File: config.mk
export PLATFORM = sky130hd
export DESIGN_NAME = fb_pixel_packer_flat
export DESIGN_NICKNAME = d
export VERILOG_FILES = /design/src/rtl/fb_pkg.sv /design/src/rtl/fb_pixel_packer_if.sv /design/src/rtl/fb_pixel_packer.sv /design/src/flat_wrapper.sv
export SDC_FILE = /design/constraint.sdc
export NUM_CORES = 1
export LEC_CHECK = 0
export ABC_AREA = 1
export ABC_CLOCK_PERIOD_IN_PS = 4050
export CELL_PAD_IN_SITES_DETAIL_PLACEMENT = 0
export CELL_PAD_IN_SITES_GLOBAL_PLACEMENT = 1
export CORE_MARGIN = 4
export CORE_UTILIZATION = 44
export DETAILED_ROUTE_END_ITERATION = 8
export GPL_ROUTABILITY_DRIVEN = 0
export PLACE_DENSITY = 0.9
export SLEW_MARGIN = 20
export SYNTH_ARGS = -nofsm -noshare
export SYNTH_HDL_FRONTEND = slang
export SYNTH_SLANG_ARGS = --single-unit
export TNS_END_PERCENT = 20
File: constraint.sdc
create_clock -name iVGA_CLK -period 4.05 [get_ports iVGA_CLK]
set_clock_uncertainty 0.1 [all_clocks]
set_input_delay 0.6075 -clock iVGA_CLK [delete_from_list [all_inputs] [get_ports iVGA_CLK]]
set_output_delay 0.6075 -clock iVGA_CLK [all_outputs]
set_load 0.1 [all_outputs]
File: src/rtl/fb_pkg.sv
`default_nettype none
// +----------------------------------------------------------------------+
// | fb_pkg : frame-buffer geometry, lane widths and packer state type     |
// | Revision: 1.0                                                         |
// +----------------------------------------------------------------------+
package fb_pkg;

  localparam int unsigned H_PIX  = 640;
  localparam int unsigned V_PIX  = 480;
  localparam int unsigned WORDS  = H_PIX * V_PIX / 4;
  localparam int unsigned ADDR_W = 19;

  localparam int unsigned PIX_W  = 8;
  localparam int unsigned LANES  = 4;
  localparam int unsigned LANE_W = 2;
  localparam int unsigned HOLD_W = (LANES - 1) * PIX_W;
  localparam int unsigned WORD_W = LANES * PIX_W;

  localparam logic [PIX_W-1:0] FILL = 8'h00;

  typedef enum logic [1:0] {
    IDLE  = 2'd0,
    PACK  = 2'd1,
    FLUSH = 2'd2
  } state_t;

  // Keep the first 'filled' lanes of the holding register, pad the rest.
  function automatic logic [WORD_W-1:0] fill_word(
    input logic [HOLD_W-1:0] hold,
    input logic [LANE_W-1:0] filled,
    input logic [PIX_W-1:0]  fill
  );
    logic [WORD_W-1:0] w;
    w = {LANES{fill}};
    for (int i = 0; i < int'(LANES) - 1; i++) begin
      if (LANE_W'(i) < filled) w[PIX_W*i +: PIX_W] = hold[PIX_W*i +: PIX_W];
    end
    return w;
  endfunction

endpackage
`default_nettype wire

File: src/rtl/fb_pixel_packer_if.sv
`default_nettype none
// +----------------------------------------------------------------------+
// | fb_pixel_packer_if : pixel stream in, frame RAM write port out        |
// | Revision: 1.0                                                         |
// +----------------------------------------------------------------------+
interface fb_pixel_packer_if;
  import fb_pkg::*;

  logic [PIX_W-1:0]  i_pix;
  logic              i_valid;
  logic              i_sof;
  logic              i_flush;
  logic              i_clr_err;
  logic              o_ready;
  logic              o_we;
  logic [ADDR_W-1:0] o_addr;
  logic [WORD_W-1:0] o_wd;
  logic              o_frame_done;
  logic              o_short_frame;

  modport master (
    output i_pix, i_valid, i_sof, i_flush, i_clr_err,
    input  o_ready, o_we, o_addr, o_wd, o_frame_done, o_short_frame
  );

  modport slave (
    input  i_pix, i_valid, i_sof, i_flush, i_clr_err,
    output o_ready, o_we, o_addr, o_wd, o_frame_done, o_short_frame
  );
endinterface
`default_nettype wire

File: src/rtl/fb_pixel_packer.sv
`default_nettype none
// +----------------------------------------------------------------------+
// | fb_pixel_packer : packs 4 palette indices per 32-bit frame RAM word   |
// | Revision: 1.0                                                         |
// +----------------------------------------------------------------------+
module fb_pixel_packer #(
  parameter int unsigned H_PIX = fb_pkg::H_PIX,
  parameter int unsigned V_PIX = fb_pkg::V_PIX,
  parameter logic [7:0]  FILL  = fb_pkg::FILL
) (
  input  wire               iVGA_CLK,
  input  wire               iRST_n,
  fb_pixel_packer_if.slave  bus
);
  import fb_pkg::*;

  localparam int unsigned FRAME_WORDS = H_PIX * V_PIX / 4;
  localparam logic [ADDR_W-1:0] LAST_ADDR = ADDR_W'(FRAME_WORDS - 1);

  state_t             state, state_n;
  logic [LANE_W-1:0]  lane, lane_n;
  logic [ADDR_W-1:0]  waddr, waddr_n;
  logic [HOLD_W-1:0]  hold, hold_n;
  logic               short_r, short_n;
  logic               we_r, we_n;
  logic [ADDR_W-1:0]  addr_r, addr_n;
  logic [WORD_W-1:0]  wd_r, wd_n;
  logic               done_r, done_n;
  logic               ready;
  logic               accept;
  logic               at_last;

  assign ready   = (state != FLUSH);
  assign accept  = bus.i_valid & ready;
  assign at_last = (waddr == LAST_ADDR);

  always_ff @(posedge iVGA_CLK or negedge iRST_n) begin
    if (!iRST_n) begin
      state   <= IDLE;
      lane    <= '0;
      waddr   <= '0;
      hold    <= '0;
      short_r <= 1'b0;
      we_r    <= 1'b0;
      addr_r  <= '0;
      wd_r    <= '0;
      done_r  <= 1'b0;
    end else begin
      state   <= state_n;
      lane    <= lane_n;
      waddr   <= waddr_n;
      hold    <= hold_n;
      short_r <= short_n;
      we_r    <= we_n;
      addr_r  <= addr_n;
      wd_r    <= wd_n;
      done_r  <= done_n;
    end
  end

  always_comb begin
    state_n = state;
    lane_n  = lane;
    waddr_n = waddr;
    hold_n  = hold;
    short_n = short_r & ~bus.i_clr_err;
    we_n    = 1'b0;
    addr_n  = addr_r;
    wd_n    = wd_r;
    done_n  = 1'b0;

    case (state)
      IDLE: begin
        if (accept && bus.i_sof) begin
          hold_n[PIX_W-1:0] = bus.i_pix;
          lane_n            = LANE_W'(1);
          waddr_n           = '0;
          state_n           = PACK;
        end
      end

      PACK: begin
        if (accept) begin
          if (bus.i_sof) begin
            // Restart the frame; the partial word is abandoned, never written.
            short_n           = 1'b1;
            hold_n[PIX_W-1:0] = bus.i_pix;
            lane_n            = LANE_W'(1);
            waddr_n           = '0;
          end else if (lane != LANE_W'(3)) begin
            hold_n[{lane, 3'b000} +: PIX_W] = bus.i_pix;
            lane_n                          = lane + LANE_W'(1);
          end else begin
            we_n   = 1'b1;
            addr_n = waddr;
            wd_n   = {bus.i_pix, hold};
            lane_n = '0;
            if (at_last) begin
              done_n  = 1'b1;
              waddr_n = '0;
              state_n = IDLE;
            end else begin
              waddr_n = waddr + ADDR_W'(1);
            end
          end
        end
        // Flush looks at the lane count after this cycle's pixel is absorbed.
        if (bus.i_flush && (lane_n != '0) && (state_n == PACK)) state_n = FLUSH;
      end

      FLUSH: begin
        we_n   = 1'b1;
        addr_n = waddr;
        wd_n   = fill_word(hold, lane, FILL);
        lane_n = '0;
        if (at_last) begin
          done_n  = 1'b1;
          waddr_n = '0;
          state_n = IDLE;
        end else begin
          waddr_n = waddr + ADDR_W'(1);
          state_n = PACK;
        end
      end

      default: state_n = IDLE;
    endcase
  end

  assign bus.o_ready       = ready;
  assign bus.o_we          = we_r;
  assign bus.o_addr        = addr_r;
  assign bus.o_wd          = wd_r;
  assign bus.o_frame_done  = done_r;
  assign bus.o_short_frame = short_r;

endmodule
`default_nettype wire

File: src/flat_wrapper.sv
// flat-port wrapper written by rule: the top's interface ports become plain ports
module fb_pixel_packer_flat import fb_pkg::*;
#(
  parameter int unsigned H_PIX = fb_pkg::H_PIX,
  parameter int unsigned V_PIX = fb_pkg::V_PIX,
  parameter logic [7:0]  FILL  = fb_pkg::FILL
)
  (iVGA_CLK, iRST_n, bus_i_pix, bus_i_valid, bus_i_sof, bus_i_flush, bus_i_clr_err, bus_o_ready, bus_o_we, bus_o_addr, bus_o_wd, bus_o_frame_done, bus_o_short_frame);
  fb_pixel_packer_if bus_i ();
  input  wire iVGA_CLK;
  input  wire iRST_n;
  input wire logic [$bits(bus_i.i_pix)-1:0] bus_i_pix;
  input wire logic [$bits(bus_i.i_valid)-1:0] bus_i_valid;
  input wire logic [$bits(bus_i.i_sof)-1:0] bus_i_sof;
  input wire logic [$bits(bus_i.i_flush)-1:0] bus_i_flush;
  input wire logic [$bits(bus_i.i_clr_err)-1:0] bus_i_clr_err;
  output wire logic [$bits(bus_i.o_ready)-1:0] bus_o_ready;
  output wire logic [$bits(bus_i.o_we)-1:0] bus_o_we;
  output wire logic [$bits(bus_i.o_addr)-1:0] bus_o_addr;
  output wire logic [$bits(bus_i.o_wd)-1:0] bus_o_wd;
  output wire logic [$bits(bus_i.o_frame_done)-1:0] bus_o_frame_done;
  output wire logic [$bits(bus_i.o_short_frame)-1:0] bus_o_short_frame;
  assign bus_i.i_pix = bus_i_pix;
  assign bus_i.i_valid = bus_i_valid;
  assign bus_i.i_sof = bus_i_sof;
  assign bus_i.i_flush = bus_i_flush;
  assign bus_i.i_clr_err = bus_i_clr_err;
  assign bus_o_ready = bus_i.o_ready;
  assign bus_o_we = bus_i.o_we;
  assign bus_o_addr = bus_i.o_addr;
  assign bus_o_wd = bus_i.o_wd;
  assign bus_o_frame_done = bus_i.o_frame_done;
  assign bus_o_short_frame = bus_i.o_short_frame;
  fb_pixel_packer #(.H_PIX(H_PIX), .V_PIX(V_PIX), .FILL(FILL)) u_core (.iVGA_CLK(iVGA_CLK), .iRST_n(iRST_n), .bus(bus_i));
endmodule
After elaboration in Yosys (flattened, before gate mapping) --
Index checks and enable logic that the tools add are counted.
Cells by class: shift-type cells 2, equality and inequality tests 12, add/sub/neg operators 3, reductions and logical operators 13, bitwise gates (word level) 4, magnitude comparators 3, muxes and demuxes 49
Operators by type and width (count):
- $mux 19 | 8
- $mux 32 | 3
- $pmux 32 s2 | 1
- $pmux 19 s3 | 1
- $mux 8 | 7
- $pmux 19 s2 | 1
- $bwmux 24 | 1
- $shift 8x7->24 const A | 1
- $shiftx 8x7->24 | 1
- $mux 2 | 11
- $add 19x1->19 const B | 1
- $eq 19x17->1 const B | 1
- $pmux 8 s2 | 1
- $reduce_and 4->1 | 4
- $pmux 2 s3 | 2
- $mux 1 | 11
- $ne 2x2->1 const B | 4
- $neg 5->7 | 1
- $reduce_bool 2->1 | 3
- $eq 2x1->1 const B | 2
- $lt 1x2->1 const A | 2
- $ne 2x1->1 const B | 2
- $pmux 1 s2 | 2
- $logic_and 1x1->1 | 3
- 10 further kinds | 12
Word-level totals: word-level logic and storage cells 96, flip-flop bits (word level) 101, input bits 14, output and inout port bits 55

Logic depth before layout (Yosys ltp) --
depth after elaboration 10, mapped depth 12, depth with buffers taken out 11

Worst setup path after synthesis --
Ideal clock, no wire load.
path type register to register, start reg u_core.state[0], end reg u_core.waddr[11], path buffers 0, arrival 1.905 ns, library setup time 0.124 ns, period minus slack after synthesis 2.129 ns, data required time 3.826 ns, setup slack 1.921 ns, stages on the path, launching flop included 11, cells stage by stage dfrtp_1 > inv_1 > ha_1 > inv_4 > nand2_4 > nand2_2 > nand2_2 > nor2_4 > nand2_1 > inv_1 > nor2_1
Between the ends: cells in the longest elaborated chain, start to end 5, elaborated cells on any way between the ends 12, those cells by class eq/ne: 6; mux: 1; bitwise: 1; reduce/logical: 4
Ends and longest elaborated chain:
- start, declared | line fb_pixel_packer.sv:20 | state_t state, state_n;
- start signal, assigned | line fb_pixel_packer.sv:49 | state <= state_n;
- $ne 2x2->1 * | line fb_pixel_packer.sv:33 | assign ready = (state != FLUSH);
- via bus_o_ready | line flat_wrapper.sv:17 | output wire logic [$bits(bus_i.o_ready)-1:0] bus_o_ready;
- $and 1x1->1 * | line fb_pixel_packer.sv:34 | assign accept = bus.i_valid & ready;
- $logic_and 1x1->1 | line fb_pixel_packer.sv:74 | if (accept && bus.i_sof) begin
- $ne 2x1->1 (no source line)
- $reduce_and 4->1 (no source line) *
- end signal, assigned | line fb_pixel_packer.sv:51 | waddr <= waddr_n;
- end, declared | line fb_pixel_packer.sv:22 | logic [ADDR_W-1:0] waddr, waddr_n;
The timed path passes the listed nets; every way through them passes the cells marked *. A chain may end at the register's enable or synchronous reset.

Final worst setup path --
start reg u_core.wd_r[25], in the netlist u_core.bus.o_wd[25], end out bus_o_wd[25]
RTL lines:
- start, declared | line fb_pixel_packer.sv:27 | logic [WORD_W-1:0] wd_r, wd_n;
- start signal, assigned | line fb_pixel_packer.sv:56 | wd_r <= wd_n;
- end, declared | line flat_wrapper.sv:20 | output wire logic [$bits(bus_i.o_wd)-1:0] bus_o_wd;
No word-level cell between the ends.

==> reports/results.ini <==
[yosys]
syn_inst=567
synth.cell_area_um2=4740
yosys.area.top_type=dfrtp_1
syn_nets=591
netlist.area_leader.share_pct=53.3
ys_ff_latch=101
synth.area.top_cells=dfrtp_1 (53%), nand2_1 (12%), o21ai_0 (6.8%)
synth_cell_types=30
yosysSeqAreaShare_pct=53.3
synth_area_per_cell_um2=8.37
yosysWarnings=0

[sta]
clock.fmax_mhz=382
rsz0062_at_grt=false
slew_headroom_pct=33.2
drv_slew=0
worst_slew_pin_slew_ps=999
tns_ps=0
hold_viol_final=0
finalSetupViolations=0
min_period_ps=2620
post-route-period-util_pct=64.6
finalWorstSetupSlack_ps=1430

[global_route]
grt_pass1_wl_um=18700
grt_usage_pct=18.2
grt_use_met3_pct=4.29
grt_pass1_vias=3811
overflow=0
use_met2_pct=26.5
antenna_found_initial=0
grt_busiest_layer=met1
grt_max_degree=76
grt.met1_usage_pct=27.3

[job]
cap_violations=0

[route]
first_iter_violations=223
routed-via-count=3924
routedWlPerCell_um=13.9
vias_per_cell=5.07
drt-pass1-iter-count=5
ant_nets=0
drc_errors=0
wl_um=10800

[worst_setup_path]
path_buf_inv=1
cp.required_ps=3340
crit_family=buffers and inverters
cp_slowest_cell=clkdlybuf4s50_1
critPathMaxFanout=2
cp_slowest_stage_delay_ps=1160
cp.arrival_ps=1910
path_cells=clkdlybuf4s50_1
worstSetupEndpointType=primary output
critPathKind=register to primary output
crit_path_start_kind=register

[placement]
dpl.cell_count=758
portBuffers=68
dp_hpwl_um=7950
pre_cts_slack_ps=1350

[clock_tree]
clk_pin_slew_ps=110
cts_buffer_depth=2
post_cts_buffers=0
clockRootBuffer=clkbuf_8
cts_resized=0
cts_inserted_buffers=9
cts_sinks=101
clkLatencyLatePin_ps=370
cts_htree_levels=3
cts_tree=yes
ctsHoldBuffers=0

[floorplan]
io_pins=69
die_x_um=112
die_h_um=112
core-area_um2=10400
rows=37
initial_core_util_pct=45.5
dieArea_um2=12500

[finish]
nNetsFinal=657
diodes=0
drive_above_1_share_pct=6.11
finalNonFillerCells=774
nFillCells=1000
syn_to_final_growth_pct=20.6

[outcome]
status=complete, no violations

[min_path]
hold_class=input pin to asynchronous set/reset pin

==> Yosys cell counts, drive strengths merged <==
cell type / n
nor2: 44
dfrtp: 101
inv: 78
ha: 10
nand2: 152
xor2: 2
nand3: 46
nor3b: 2
buf: 11
o21a: 2
a21oi: 11
o31ai: 8
o211ai: 1
clkbuf: 7
nand4: 8
o22ai: 2
o21ai: 75
or2: 1
nor3: 6
==> cell type report <==
| class | instances | area [µm²] | share of cell area (%) |
|---|---|---|---|
| clock inverter | 6 | 53.8 | 0.940 |
| tap | 136 | 170 | 2.97 |
| inverter | 78 | 295 | 5.16 |
| sequential | 101 | 2530 | 44.2 |
| clock buffer | 10 | 138 | 2.41 |
| multi-input combinational | 370 | 1810 | 31.7 |
| timing repair buffer | 73 | 726 | 12.7 |
==> metrics by stage <==
step	utilization [%]	cell area, µm²	hold slack [ps]
after floorplan	-	4740	212
after global placement	53.1	5530	364
after detailed placement	53.1	5530	371
after CTS	54.9	5720	313
after global routing	54.9	5720	355
final	54.9	5720	285
==> final timing paths <==
check                                           start               endpoint  slack [ps]  cells past startpoint
worst max register to register        u_core.state[1]    u_core.bus.o_wd[26]        1660                      9
worst min-delay path                           iRST_n        u_core.bus.o_we         280                      1
max in group asynchronous                      iRST_n    u_core.bus.o_wd[31]        2770                      2
worst max-delay path              u_core.bus.o_wd[25]           bus_o_wd[25]        1430                      1
min in group iVGA_CLK           u_core.bus.o_addr[10]  u_core.bus.o_addr[10]         390                      2
worst min register to register  u_core.bus.o_addr[10]  u_core.bus.o_addr[10]         390                      2
==> cell usage in the layout (no fill, tap or decap), types with 2 or more instances in the layout <==
cell and count:
nand4_1 8, clkbuf_8 10, buf_4 6, a21oi_1 11, dfrtp_1 101, nand2_2 5
ha_1 10, o31ai_1 8, o22ai_1 2, nand2_1 146, inv_6 2, clkdlybuf4s50_1 66
o21ai_0 64, inv_8 2, nor3_1 5, o21ai_1 11, xor2_1 2, o21a_1 2
inv_1 76, nor3b_4 2, nand3_1 45, nor2_1 41, nor2_4 2
==> registers in the layout (all words and copies together), names as in the netlist <==
| name | flops |
|---|---|
| u_core.bus.o_addr | 19 |
| u_core.bus.o_frame_done | 1 |
| u_core.bus.o_short_frame | 1 |
| u_core.bus.o_wd | 32 |
| u_core.bus.o_we | 1 |
| u_core.hold | 24 |
| u_core.lane | 2 |
| u_core.state | 2 |
| u_core.waddr | 19 |
==> metal layers <==
layer | wire length [µm] | part of all wire, %
met5 | 0 | 0
met4 | 126 | 1.2
met3 | 554 | 5.1
met2 | 4580 | 43
met1 | 5500 | 51
==> logic make-up (layout without fill, tap and decap cells) <==
| kind of cell | Yosys count | count (layout) | synth area share [%] |
|---|---|---|---|
| and+or+nand+nor | 259 | 259 | 24.1 |
| DFF | 101 | 101 | 53.3 |
| buffers and inverters | 96 | 167 | 8.52 |
| adders and majority gates | 10 | 10 | 2.64 |
| AOI/OAI and AO/OA | 99 | 99 | 11.1 |
| xor gates and xnor gates | 2 | 2 | 0.369 |
Power is left out: the tool's default activity adds up to more than one toggle a clock period on the data nets, which glitch-free logic cannot reach.
